`src/rtl/fetch_pc_unit_if.sv`:
```
// Bundle between the fetch PC generator and its neighbours (hazard unit,
// prediction unit, ID-stage comparator and decoder, I-memory, IF/ID register).
interface fetch_pc_unit_if #(
  parameter int CNT_W = 16
) ();
  logic             stall;
  logic [31:0]      instr_if;
  logic             BrPre;
  logic             PreWrong;
  logic             jr_en;
  logic [31:0]      jr_target;
  logic [31:0]      pc_if;
  logic [31:0]      pc_plus4_if;
  logic             flush_if;
  logic [CNT_W-1:0] br_cnt;
  logic [CNT_W-1:0] miss_cnt;
  // Recovery-register state, exported for debug and checkers.
  logic [31:0]      alt_pc_id;
  logic             br_valid_id;

  modport master (
    input  stall, instr_if, BrPre, PreWrong, jr_en, jr_target,
    output pc_if, pc_plus4_if, flush_if, br_cnt, miss_cnt, alt_pc_id, br_valid_id
  );

  modport slave (
    output stall, instr_if, BrPre, PreWrong, jr_en, jr_target,
    input  pc_if, pc_plus4_if, flush_if, br_cnt, miss_cnt, alt_pc_id, br_valid_id
  );
endinterface

```
`src/rtl/fetch_pc_unit.sv`:
```
// Next-PC selection for the IF stage with one-cycle mispredict recovery
// and saturating branch/mispredict counters.
module fetch_pc_unit #(
  parameter logic [31:0] RESET_PC = 32'h0000_0000,
  parameter int          CNT_W    = 16
) (
  input logic              clk,
  input logic              rst_n,
  fetch_pc_unit_if.master  bus
);

  // Flow contract: there is no valid/ready pair. stall=1 freezes every
  // register and suppresses redirects and flushes; otherwise every cycle
  // the inputs describe the instruction at pc_if and the branch in ID.

  logic [31:0]      pc_q, pc_d;
  logic [31:0]      alt_pc_q, alt_pc_d;
  logic             br_valid_q, br_valid_d;
  logic [CNT_W-1:0] br_cnt_q, br_cnt_d;
  logic [CNT_W-1:0] miss_cnt_q, miss_cnt_d;

  logic [31:0] pc_plus4;
  logic [5:0]  opcode;
  logic        is_br;
  logic        is_j;
  logic [31:0] br_off;
  logic [31:0] br_tgt;
  logic [31:0] j_tgt;
  logic        recover;
  logic        flush;

  assign pc_plus4 = pc_q + 32'd4;
  assign opcode   = bus.instr_if[31:26];
  assign is_br    = (opcode == 6'h04) || (opcode == 6'h05);
  assign is_j     = (opcode == 6'h02) || (opcode == 6'h03);
  assign br_off   = {{14{bus.instr_if[15]}}, bus.instr_if[15:0], 2'b00};
  assign br_tgt   = pc_plus4 + br_off;
  assign j_tgt    = {pc_plus4[31:28], bus.instr_if[25:0], 2'b00};

  // A PreWrong with no tracked branch in ID is spurious and ignored.
  assign recover = bus.PreWrong && br_valid_q;
  assign flush   = rst_n && !bus.stall && (recover || bus.jr_en);

  always_comb begin
    pc_d       = pc_q;
    alt_pc_d   = alt_pc_q;
    br_valid_d = br_valid_q;
    br_cnt_d   = br_cnt_q;
    miss_cnt_d = miss_cnt_q;
    if (!bus.stall) begin
      if (recover) begin
        pc_d = alt_pc_q;
      end else if (bus.jr_en) begin
        pc_d = bus.jr_target;
      end else if (is_j) begin
        pc_d = j_tgt;
      end else if (is_br && bus.BrPre) begin
        pc_d = br_tgt;
      end else begin
        pc_d = pc_plus4;
      end
      // Remember the path not taken; a flushed branch is never tracked.
      br_valid_d = is_br && !flush;
      alt_pc_d   = bus.BrPre ? pc_plus4 : br_tgt;
      if (br_valid_q && !(&br_cnt_q)) begin
        br_cnt_d = br_cnt_q + CNT_W'(1);
      end
      if (recover && !(&miss_cnt_q)) begin
        miss_cnt_d = miss_cnt_q + CNT_W'(1);
      end
    end
  end

  always_ff @(posedge clk) begin
    if (!rst_n) begin
      pc_q       <= RESET_PC;
      alt_pc_q   <= 32'h0000_0000;
      br_valid_q <= 1'b0;
      br_cnt_q   <= '0;
      miss_cnt_q <= '0;
    end else begin
      pc_q       <= pc_d;
      alt_pc_q   <= alt_pc_d;
      br_valid_q <= br_valid_d;
      br_cnt_q   <= br_cnt_d;
      miss_cnt_q <= miss_cnt_d;
    end
  end

  assign bus.pc_if       = pc_q;
  assign bus.pc_plus4_if = pc_plus4;
  assign bus.flush_if    = flush;
  assign bus.br_cnt      = br_cnt_q;
  assign bus.miss_cnt    = miss_cnt_q;
  assign bus.alt_pc_id   = alt_pc_q;
  assign bus.br_valid_id = br_valid_q;

endmodule

```
`src/flat_wrapper.sv`:
```
// flat-port wrapper written by rule: the top's interface ports become plain ports
module fetch_pc_unit_flat 
#(
  parameter logic [31:0] RESET_PC = 32'h0000_0000,
  parameter int          CNT_W    = 16
)
  (clk, rst_n, bus_stall, bus_instr_if, bus_BrPre, bus_PreWrong, bus_jr_en, bus_jr_target, bus_pc_if, bus_pc_plus4_if, bus_flush_if, bus_br_cnt, bus_miss_cnt, bus_alt_pc_id, bus_br_valid_id);
  fetch_pc_unit_if #(.CNT_W(CNT_W)) bus_i ();
  input logic clk;
  input logic rst_n;
  input wire logic [$bits(bus_i.stall)-1:0] bus_stall;
  input wire logic [$bits(bus_i.instr_if)-1:0] bus_instr_if;
  input wire logic [$bits(bus_i.BrPre)-1:0] bus_BrPre;
  input wire logic [$bits(bus_i.PreWrong)-1:0] bus_PreWrong;
  input wire logic [$bits(bus_i.jr_en)-1:0] bus_jr_en;
  input wire logic [$bits(bus_i.jr_target)-1:0] bus_jr_target;
  output wire logic [$bits(bus_i.pc_if)-1:0] bus_pc_if;
  output wire logic [$bits(bus_i.pc_plus4_if)-1:0] bus_pc_plus4_if;
  output wire logic [$bits(bus_i.flush_if)-1:0] bus_flush_if;
  output wire logic [$bits(bus_i.br_cnt)-1:0] bus_br_cnt;
  output wire logic [$bits(bus_i.miss_cnt)-1:0] bus_miss_cnt;
  output wire logic [$bits(bus_i.alt_pc_id)-1:0] bus_alt_pc_id;
  output wire logic [$bits(bus_i.br_valid_id)-1:0] bus_br_valid_id;
  assign bus_i.stall = bus_stall;
  assign bus_i.instr_if = bus_instr_if;
  assign bus_i.BrPre = bus_BrPre;
  assign bus_i.PreWrong = bus_PreWrong;
  assign bus_i.jr_en = bus_jr_en;
  assign bus_i.jr_target = bus_jr_target;
  assign bus_pc_if = bus_i.pc_if;
  assign bus_pc_plus4_if = bus_i.pc_plus4_if;
  assign bus_flush_if = bus_i.flush_if;
  assign bus_br_cnt = bus_i.br_cnt;
  assign bus_miss_cnt = bus_i.miss_cnt;
  assign bus_alt_pc_id = bus_i.alt_pc_id;
  assign bus_br_valid_id = bus_i.br_valid_id;
  fetch_pc_unit #(.RESET_PC(RESET_PC), .CNT_W(CNT_W)) u_core (.clk(clk), .rst_n(rst_n), .bus(bus_i));
endmodule
```
`config.mk`:
```
export PLATFORM = sky130hd
export DESIGN_NAME = fetch_pc_unit_flat
export DESIGN_NICKNAME = d
export VERILOG_FILES = /design/src/rtl/fetch_pc_unit_if.sv /design/src/rtl/fetch_pc_unit.sv /design/src/flat_wrapper.sv
export SDC_FILE = /design/constraint.sdc
export NUM_CORES = 1
export LEC_CHECK = 0
export ABC_AREA = 1
export BUFFER_PORTS_ARGS = -buffer_cell sky130_fd_sc_hd__buf_4
export CAP_MARGIN = 10
export CORE_ASPECT_RATIO = 2
export CORE_MARGIN = 3
export CORE_UTILIZATION = 45
export CTS_CLUSTER_SIZE = 8
export DETAILED_ROUTE_END_ITERATION = 7
export PLACE_DENSITY = 0.78
export SYNTH_ARGS = -nofsm -noshare
export SYNTH_HDL_FRONTEND = slang
export SYNTH_SLANG_ARGS = --single-unit
```
`constraint.sdc`:
```
create_clock -name clk -period 2.95 [get_ports clk]
set_clock_uncertainty 0.2 [all_clocks]
set_input_delay 0.295 -clock clk [delete_from_list [all_inputs] [get_ports clk]]
set_output_delay 0.295 -clock clk [all_outputs]
set_load 0.01 [all_outputs]
```
==> results_dict.tcl, run 1 <==
set metrics [dict create \
    globalplace.congestion 1.05 \
    hold_violations 0 \
    grt_usage_pct 37.8 \
    power_frac_clock_pct 24.8 \
    vdd_ir_drop_max_v 0.000328 \
    ctsLongestPathBuffers 2 \
    cts.htree.levels 3 \
    finalSetupTns_ps -6920 \
    final_common_cell "buf_4" \
    p_sw_share_pct 39.3 \
    grt_remaining_overflow 0 \
    rrSetupSlack_ps -330 \
    fin_nets 2059 \
    avgSynthCellArea_um2 5.69 \
    initial_core_util_pct 46.4 \
    die_area_mm2 0.0209 \
    cp_max_fo 5 \
    status "finished with violations" \
    syn-num-nets 1618 \
    fp.dieH_um 201 \
    clkSinkCount 97 \
    worst-setup-path-type "reg2reg" \
    pin_count 200 \
    power.static_leakage_nw 7.32 \
    ys_warn_count 0 \
    clkTransAtPathRegs_ps 80 \
    ys.flop_type "dfxtp_1" \
    drt_wl_total_um 44700 \
    n_antenna_cell 0 \
    rows 70 \
    violations "DRC, setup timing" \
    synth_edf_count 0 \
    endpoint "u_core.bus.pc_if[20]" \
    combPwrFrac_pct 47.0 \
    synthCells 1508 \
    power_frac_seq_pct 28.1 \
    grt_setup_unrepaired "true" \
    drc 1 \
    cap_violations 0 \
    routedWlPerCell_um 20.3 \
    finalSetupViolations 46 \
    slew_violations 0 \
    p_int_mw 3.19 \
    cts_buffers 9 \
    vias 12700 \
    ctsRootBufferMaster "clkbuf_16" \
    critPathLaunchType "flip-flop" \
    pwr_density_cell_mw_per_mm2 354 \
    period_needed_ps 3280 \
    placed_cell_area_mm2 0.0119 \
    final_cell_area_mm2 0.0148 \
    seq_area_frac_synth_pct 22.6 \
    power_switching_mw 2.07 \
    grt_pass1_vias 11700 \
    reg2reg_to "u_core.bus.pc_if[20]" \
    holdWs_ps 22.1 \
    clkLatencyLatePin_ps 370 \
    cp-end-kind "flip-flop" \
    ys_seq_elements 97 \
    final_cell_mix "buf_4 (429), nand2_1 (352), inv_1 (158), nand2_2 (111)" \
    cts_tree "yes" \
    drtAntennaViolNets 0 \
    r2r_start "u_core.bus.pc_if[6]" \
    max_freq_ghz 0.305 \
    synth-async-reset-ratio_pct 0 \
    grt_pass1_wl_um 62000 \
    area_growth_pct 73.0 \
    r2r_cells 22 \
    fin_crit_sh_pct 111 \
    grt_max_degree 59 \
    crit_start "u_core.bus.pc_if[6]" \
    die_w_um 104 \
    cp_data_arrival_time_ps 3340 \
    dpl.hpwl_um 31300 \
    tightest_slew_ps 944 \
    vias_per_cell 5.74 \
    core_mm2 0.0185 \
    final_util_pct 80.3 \
    ys_types 45 \
    antenna_found_initial 0 \
    drt_iter0_markers 1336 \
    layout_setup_ws_ps -334 \
    drt-pass1-iter-count 8 \
    netlist_area_mm2 0.00858 \
    port_buffers 198 \
    hold_class "in2reg" \
    worst-endpoint-required_ps 3010 \
    drive_above_1_share_pct 47.1 \
    dp_worst_setup_slack_ps -787 \
    worst_slew_margin_rel_pct 37.0 \
]
-- area by class of cell --
type                       instances  area [um2]
fill                            1265        3640
clock buffer                       9         225
tap                              252         315
timing repair buffer             482        3850
multi-input combinational       1144        7530
inverter                         215         842
clock inverter                     7        83.8
sequential                        97        1990
-- stage by stage --
stage	power, mW	instances
CTS	4.79	2176
global placement	3.21	2133
global route	5.45	2206
floorplan	2.29	1508
finish	5.26	2206
detailed placement	3.22	2133
-- cell families (layout without fill, tap and decap cells) --
logic type      after synthesis  after routing  share of synthesized area, %
compound gates              263            263                          16.6
buf+inv                     267            713                          12.0
flops                        97             97                          22.6
xor+xnor                     31             31                          3.16
simple gates                810            810                          39.7
fa+ha+maj                    40             40                          5.92
-- sequential cells by signal, summed over array words and instances (netlist names) --
name,count
u_core.bus.alt_pc_id,32
u_core.bus.br_cnt,16
u_core.bus.br_valid_id,1
u_core.bus.miss_cnt,16
u_core.bus.pc_if,32
-- power groups by stage --
stage / sequential (mW) / combinational (mW) / clock (mW)
6_report: 1.48 / 2.47 / 1.31
3_3_place_gp: 1.49 / 1.72 / 0
4_1_cts: 1.47 / 2.02 / 1.30
2_1_floorplan: 1.51 / 0.779 / 0
3_5_place_dp: 1.49 / 1.73 / 0
5_1_grt: 1.49 / 2.61 / 1.36
-- timing repair --
action / 4_1_cts / 5_1_grt
setup endpoints to repair: 48 / 49
resized for setup: 289 / 281
pin swaps: 111 / 157
buffers inserted: 27 / 35
hold buffers: 0 / 0
-- worst max-delay path: stages (launching register included) --
cell and delay [ps]:
dfxtp_4 410, nand2_4 90, buf_6 130, nor3_4 190, nand2_1 120, nor2_1 140
nand2_1 90, nand2_2 120, inv_2 60, ha_4 290, buf_6 100, nand2_4 60
buf_6 120, nor2_4 160, inv_2 70, nor3_4 200, nand2_4 90, nand3_2 80
nand3_1 70, nand2_1 90, nand2_2 80, a21oi_2 160, nor2_1 60
-- metal layers --
layer | GRT usage [%] | wire length (um) | vias up
met1 | 38.4 | 14000 | 5767
met4 | 29.7 | 4870 | 0
li1 | - | - | 5716
met2 | 69.0 | 22300 | 847
met5 | 0 | 0 | -
met3 | 4.78 | 3580 | 337
-- worst min-delay path by stage --
stage | start | endpoint | slack, ps | cells past startpoint
CTS | bus_jr_target[0] | u_core.bus.pc_if[0] | 30 | 3
global placement | u_core.bus.br_cnt[4] | u_core.bus.br_cnt[4] | 250 | 2
finish | bus_jr_target[0] | u_core.bus.pc_if[0] | 20 | 3
floorplan | bus_jr_target[1] | u_core.bus.pc_if[1] | 270 | 2
detailed placement | u_core.bus.br_cnt[4] | u_core.bus.br_cnt[4] | 260 | 2
global route | bus_jr_target[29] | u_core.bus.pc_if[29] | 20 | 3
-- Yosys cell counts, types with 6 or more instances --
library cell	number	share of area [%]
nand2_1	500	22
inv_1	206	9.0
nor2_1	134	5.9
a21oi_1	111	6.5
o21ai_0	100	5.8
dfxtp_1	97	23
nand3_1	89	5.2
ha_1	39	5.7
clkbuf_1	33	1.4
nor3_1	32	1.9
nand4_1	22	1.6
a31oi_1	18	1.3
xor2_1	17	1.7
xnor2_1	14	1.4
buf_2	12	0.70
o211ai_1	11	0.96
nand2_2	6	0.44
o21bai_1	6	0.52
Note: power is estimated with default switching activity, not from simulation.
==> run 2: changes to the inputs <==
==> constraint.sdc (replaced) <==
create_clock -name clk -period 2.9 [get_ports clk]
set_clock_uncertainty 0.2 [all_clocks]
set_input_delay 0.29 -clock clk [delete_from_list [all_inputs] [get_ports clk]]
set_output_delay 0.29 -clock clk [all_outputs]
set_load 0.01 [all_outputs]
==> run 2 against run 1 <==
- the flow finishes with violations (setup timing)
- non-clock buffer count fell by 16
- wire length shrank 0.54%
- total power is 0.58% lower
- register-to-register slack got worse by 60 ps
- combinational power about the same
- clock power shrank 4%
- cell count shrank 0.73%
- sequential share of layout area rose by 0.25 points
- critical path depth is 1 lower
- clock-buffer cell count is the same
- worst setup slack lost 60 ps
- worst hold slack worse by 7.2 ps
- critical endpoint is now u_core.bus.pc_if[17]
==> results_dict.tcl, run 2 (same netlist as run 1, synthesis figures left out) <==
set metrics [dict create \
    status "finished with violations" \
    violations "setup timing" \
    grt.busiest_layer "met2" \
    die_area_mm2 0.0209 \
    cts-hold-fix-buffers 0 \
    final_common_cell "buf_4" \
    holdWs_ps 14.9 \
    met1_usage_pct 38.1 \
    drt-pass1-iter-count 5 \
    globalplace.congestion 1.10 \
    max_freq_ghz 0.304 \
    tightest_slew_ps 931 \
    pin_count 200 \
    critPathLaunchType "flip-flop" \
    grt_setup_unrepaired "true" \
    cts_buffers 9 \
    fp.dieH_um 201 \
    hold_class "in2reg" \
    finalSetupTns_ps -8920 \
    drive_above_1_share_pct 45.6 \
    worst_slew_margin_rel_pct 37.9 \
    rows 70 \
    stdcell_count 2190 \
    drtAntennaViolNets 0 \
    fillers 1310 \
    cap_violations 0 \
    clkLatencyLatePin_ps 370 \
    grt_remaining_overflow 0 \
    area_growth_pct 70.2 \
    pwr_density_cell_mw_per_mm2 358 \
    slew_violations 0 \
    final_cell_mix "buf_4 (435), nand2_1 (373), inv_1 (161), nand2_2 (95), o21ai_0 (88)" \
    clkSinkCount 97 \
    n_antenna_cell 0 \
    cp-end-kind "flip-flop" \
    met3_usage_pct 5.97 \
    routedWlPerCell_um 20.3 \
    worst-endpoint-required_ps 2960 \
    vias 12500 \
    drc 0 \
    final_util_pct 79.0 \
    fin_crit_sh_pct 114 \
    period_needed_ps 3290 \
    layout_setup_ws_ps -393 \
    met2_usage_pct 69.2 \
    grt_pass1_vias 11700 \
    cp_max_fo 4 \
    vias_per_cell 5.71 \
    core_mm2 0.0185 \
    finalSetupViolations 45 \
    grt_pass1_wl_um 62300 \
    drt_iter0_markers 1053 \
    fin_nets 2043 \
    ctsLongestPathBuffers 2 \
    initial_core_util_pct 46.4 \
    grt_usage_pct 38.0 \
    power.static_leakage_nw 7.10 \
    antenna_found_initial 0 \
    vdd_ir_drop_max_v 0.000255 \
    grt_max_degree 60 \
    hold_violations 0 \
    cts.htree.levels 3 \
    clkTransAtPathRegs_ps 80 \
    cp_data_arrival_time_ps 3350 \
    port_buffers 198 \
    drt_wl_total_um 44500 \
    dp_cells 2134 \
    die_w_um 104 \
    cts_tree "yes" \
    dpl.hpwl_um 31300 \
    worst-setup-path-type "reg2reg" \
    ctsRootBufferMaster "clkbuf_16" \
]
==> run 2: report_power, final <==
part           switching [mW]  internal [mW]  leakage, nW
clock network           0.653          0.610        0.144
registers              0.0959           1.41        0.807
logic                    1.34           1.12         6.15
total                    2.09           3.14         7.10
==> run 2: per-layer routing <==
metal / routed length [um] / up-vias
met5: 0 / -
met4: 4370 / 0
met3: 3440 / 270
met2: 22300 / 786
met1: 14400 / 5755
li1: - / 5689
==> run 2: final cells by class <==
class | count | area (um2) | area share, %
Clock buffer | 9 | 225 | 1.54
Clock inverter | 7 | 63.8 | 0.437
Tap cell | 252 | 315 | 2.16
Timing Repair Buffer | 466 | 3640 | 24.9
Multi-Input combinational cell | 1144 | 7530 | 51.6
Sequential cell | 97 | 1990 | 13.7
Inverter | 215 | 830 | 5.68
==> run 2: worst paths after layout <==
check        cells after the start                    to  slack (ps)                 start
max                             21  u_core.bus.pc_if[17]        -390   u_core.bus.pc_if[3]
min                              3   u_core.bus.pc_if[0]          10      bus_jr_target[0]
max reg2reg                     21  u_core.bus.pc_if[17]        -390   u_core.bus.pc_if[3]
min reg2reg                      2  u_core.bus.br_cnt[4]         260  u_core.bus.br_cnt[4]
==> run 2: what timing repair did <==
action | CTS | global route
pin swaps | 67 | 134
endpoints found under the setup margin | 49 | 51
setup buffers | 22 | 23
resized for setup | 225 | 297
hold endpoints to repair | 0 | 0
==> run 2: critical path, cell delays in order, from the launching register on <==
cell and delay (ps):
dfxtp_4 390, ha_4 140, inv_2 40, nor2_4 150
buf_4 130, buf_6 110, xor2_4 210, inv_2 80
ha_4 250, nand2_1 70, nand2_2 90, a21oi_2 200
nand2_2 130, buf_4 170, nand2_1 80, nand2_2 90
xnor2_4 210, nand2_1 90, nand2_1 70, nand2_1 60
a21oi_2 150, nor2_1 50
==> run 2: per-stage QoR <==
step,worst slack (ps),instance area [um2],total power [mW]
finish,-393,14600,5.23
global route,-508,14600,5.42
CTS,-185,13300,4.78
detailed placement,-573,11900,3.28
global placement,-590,11900,3.26
floorplan,2.47,8610,2.33
==> run 3: changes to the inputs <==
--- a/config.mk
+++ b/config.mk
@@ -13,6 +13,7 @@
 export CORE_UTILIZATION = 45
 export CTS_CLUSTER_SIZE = 8
 export DETAILED_ROUTE_END_ITERATION = 7
+export GPL_TIMING_DRIVEN = 0
 export PLACE_DENSITY = 0.78
 export SYNTH_ARGS = -nofsm -noshare
 export SYNTH_HDL_FRONTEND = slang
==> run 3 against run 2 <==
- the flow still finishes with violations (setup timing)
- global-route usage fell by 0.20 points
- register-to-register slack improved by 70 ps
- critical path depth fell by 5
- cell count is 6.3% lower
- combinational power decreased by 19%
- critical endpoint is now u_core.bus.pc_if[30]
==> results_dict.tcl, run 3 (same netlist as run 1, synthesis figures left out) <==
set metrics [dict create \
    status "finished with violations" \
    violations "setup timing" \
    drtAntennaViolNets 0 \
    drive_above_1_share_pct 37.8 \
    cpLargestDelayFamily "simple AND/OR/NAND/NOR gates" \
    drt-pass1-iter-count 6 \
    ctsRootBufferMaster "clkbuf_16" \
    cts.htree.levels 3 \
    period_needed_ps 3230 \
    globalplace.congestion 1.02 \
    vias_per_cell 5.68 \
    fp.dieH_um 201 \
    final_cell_area_mm2 0.0131 \
    grt_remaining_overflow 0 \
    port_buffers 196 \
    routedWlPerCell_um 20.5 \
    crit_path_frequent_cell "nand2_1" \
    rows 70 \
    pin_count 200 \
    final_util_pct 71.1 \
    power.static_leakage_nw 6.23 \
    cap_violations 0 \
    fin_crit_sh_pct 111 \
    cp_max_fo 6 \
    finalSetupTns_ps -5620 \
    dp_cells 1956 \
    slowest_stage "dfxtp_2" \
    max_stage_delay_ps 400 \
    fillers 1548 \
    cts_tree "yes" \
    cp_cell_sequence "nand2_1 -> nor2_4 -> nand2_2 -> nor2_2 -> nand3_1 -> nand2_1 -> inv_2 -> ha_4 -> nand2_1 -> nor3_4 -> nand2_2 -> nand3b_1 -> nand3_1 -> nand3_1 -> nand2_1 -> a21oi_2" \
    grt_usage_pct 37.8 \
    n_antenna_cell 0 \
    worst-endpoint-required_ps 2950 \
    path_buf_inv 1 \
    grt_pass1_wl_um 61200 \
    drt_iter0_markers 955 \
    antenna_found_initial 0 \
    area_growth_pct 53.0 \
    stdcell_count 2052 \
    worst_slew_margin_rel_pct 45.6 \
    clkTransAtPathRegs_ps 70 \
    vdd_ir_drop_max_v 0.000303 \
    core_mm2 0.0185 \
    die_area_mm2 0.0209 \
    drc 0 \
    drt_wl_total_um 42000 \
    slew_violations 0 \
    critPathLaunchType "flip-flop" \
    grt_max_degree 22 \
    pwr_density_cell_mw_per_mm2 363 \
    hold_class "in2reg" \
    grt_setup_unrepaired "true" \
    worst-setup-path-type "reg2reg" \
    cp-end-kind "flip-flop" \
    initial_core_util_pct 46.4 \
    finalSetupViolations 37 \
    grt_pass1_vias 11600 \
    tightest_slew_ps 816 \
    max_freq_ghz 0.310 \
    final_cell_mix "nand2_1 (387), buf_4 (272), inv_1 (161), o21ai_0 (96), nor2_1 (93)" \
    dpl.hpwl_um 32200 \
    cts_buffers 9 \
    hold_violations 0 \
    layout_setup_ws_ps -326 \
    cts-hold-fix-buffers 0 \
    ctsLongestPathBuffers 2 \
    fin_nets 1905 \
    vias 11700 \
    clkSinkCount 97 \
    final_common_cell "nand2_1" \
    die_w_um 104 \
    cp_data_arrival_time_ps 3280 \
    placed_cell_area_mm2 0.0104 \
    clkLatencyLatePin_ps 370 \
    dp_worst_setup_slack_ps -1070 \
]
[run 3: changes by cell type in the layout (fill, tap and decap cells not counted), sizes merged]
cell and delta:
buf -171, clkbuf +35, inv -8, clkinv +3, clkinvlp +2, bufinv +1
[run 3: what timing repair did]
action	in CTS	in global routing
resized for setup	318	146
setup buffers	52	29
endpoints found under the setup margin	49	47
cloned	0	0
pin swaps	107	90
[run 3: power by group]
part           internal, mW  switching (mW)  total [mW]
registers              1.41           0.116        1.53
logic                 0.821            1.18        2.00
clock network         0.690           0.556        1.25
total                  2.92            1.85        4.77
[run 3: cell type report]
cell class                 count  area, um2  area share (%)
buffer                        52        221            1.69
clock buffer                  11        243            1.85
clock inverter                 5       55.1           0.419
inverter                     215        840            6.39
multi-input combinational   1144       7330            55.8
sequential                    97       2010            15.3
tap                          252        315            2.40
timing repair buffer         276       2120            16.1
[run 3: worst min-delay path: cells and delay by family]
| family | cells | cell delay, ps |
|---|---|---|
| AO/OA/AOI/OAI | 1 | 70 |
| buffers and inverters | 1 | 110 |
| AND/OR/NAND/NOR | 1 | 70 |
[run 3: stage by stage]
stage	hold WS, ps	power (mW)
after floorplan	270	2.33
after global placement	253	2.91
after detailed placement	258	2.92
after CTS	13.0	4.49
after global routing	45.7	4.95
final	25.5	4.77
[run 3: path summary, 6_finish.rpt]
kind / from / depth (start not counted) / endpoint / slack, ps
worst max-delay path: u_core.bus.pc_if[12] / 16 / u_core.bus.pc_if[30] / -330
worst min-delay path: bus_jr_target[1] / 3 / u_core.bus.pc_if[1] / 30
worst max register to register: u_core.bus.pc_if[12] / 16 / u_core.bus.pc_if[30] / -330
worst min register to register: u_core.bus.br_cnt[4] / 2 / u_core.bus.br_cnt[4] / 270
[run 3: routing by layer]
metal,vias up,share of wire (%),GRT usage [%]
li1,5407,-,-
met1,5283,31,34.6
met2,690,51,69.6
met3,274,6.3,4.75
met4,0,12,37.5
met5,-,0,0
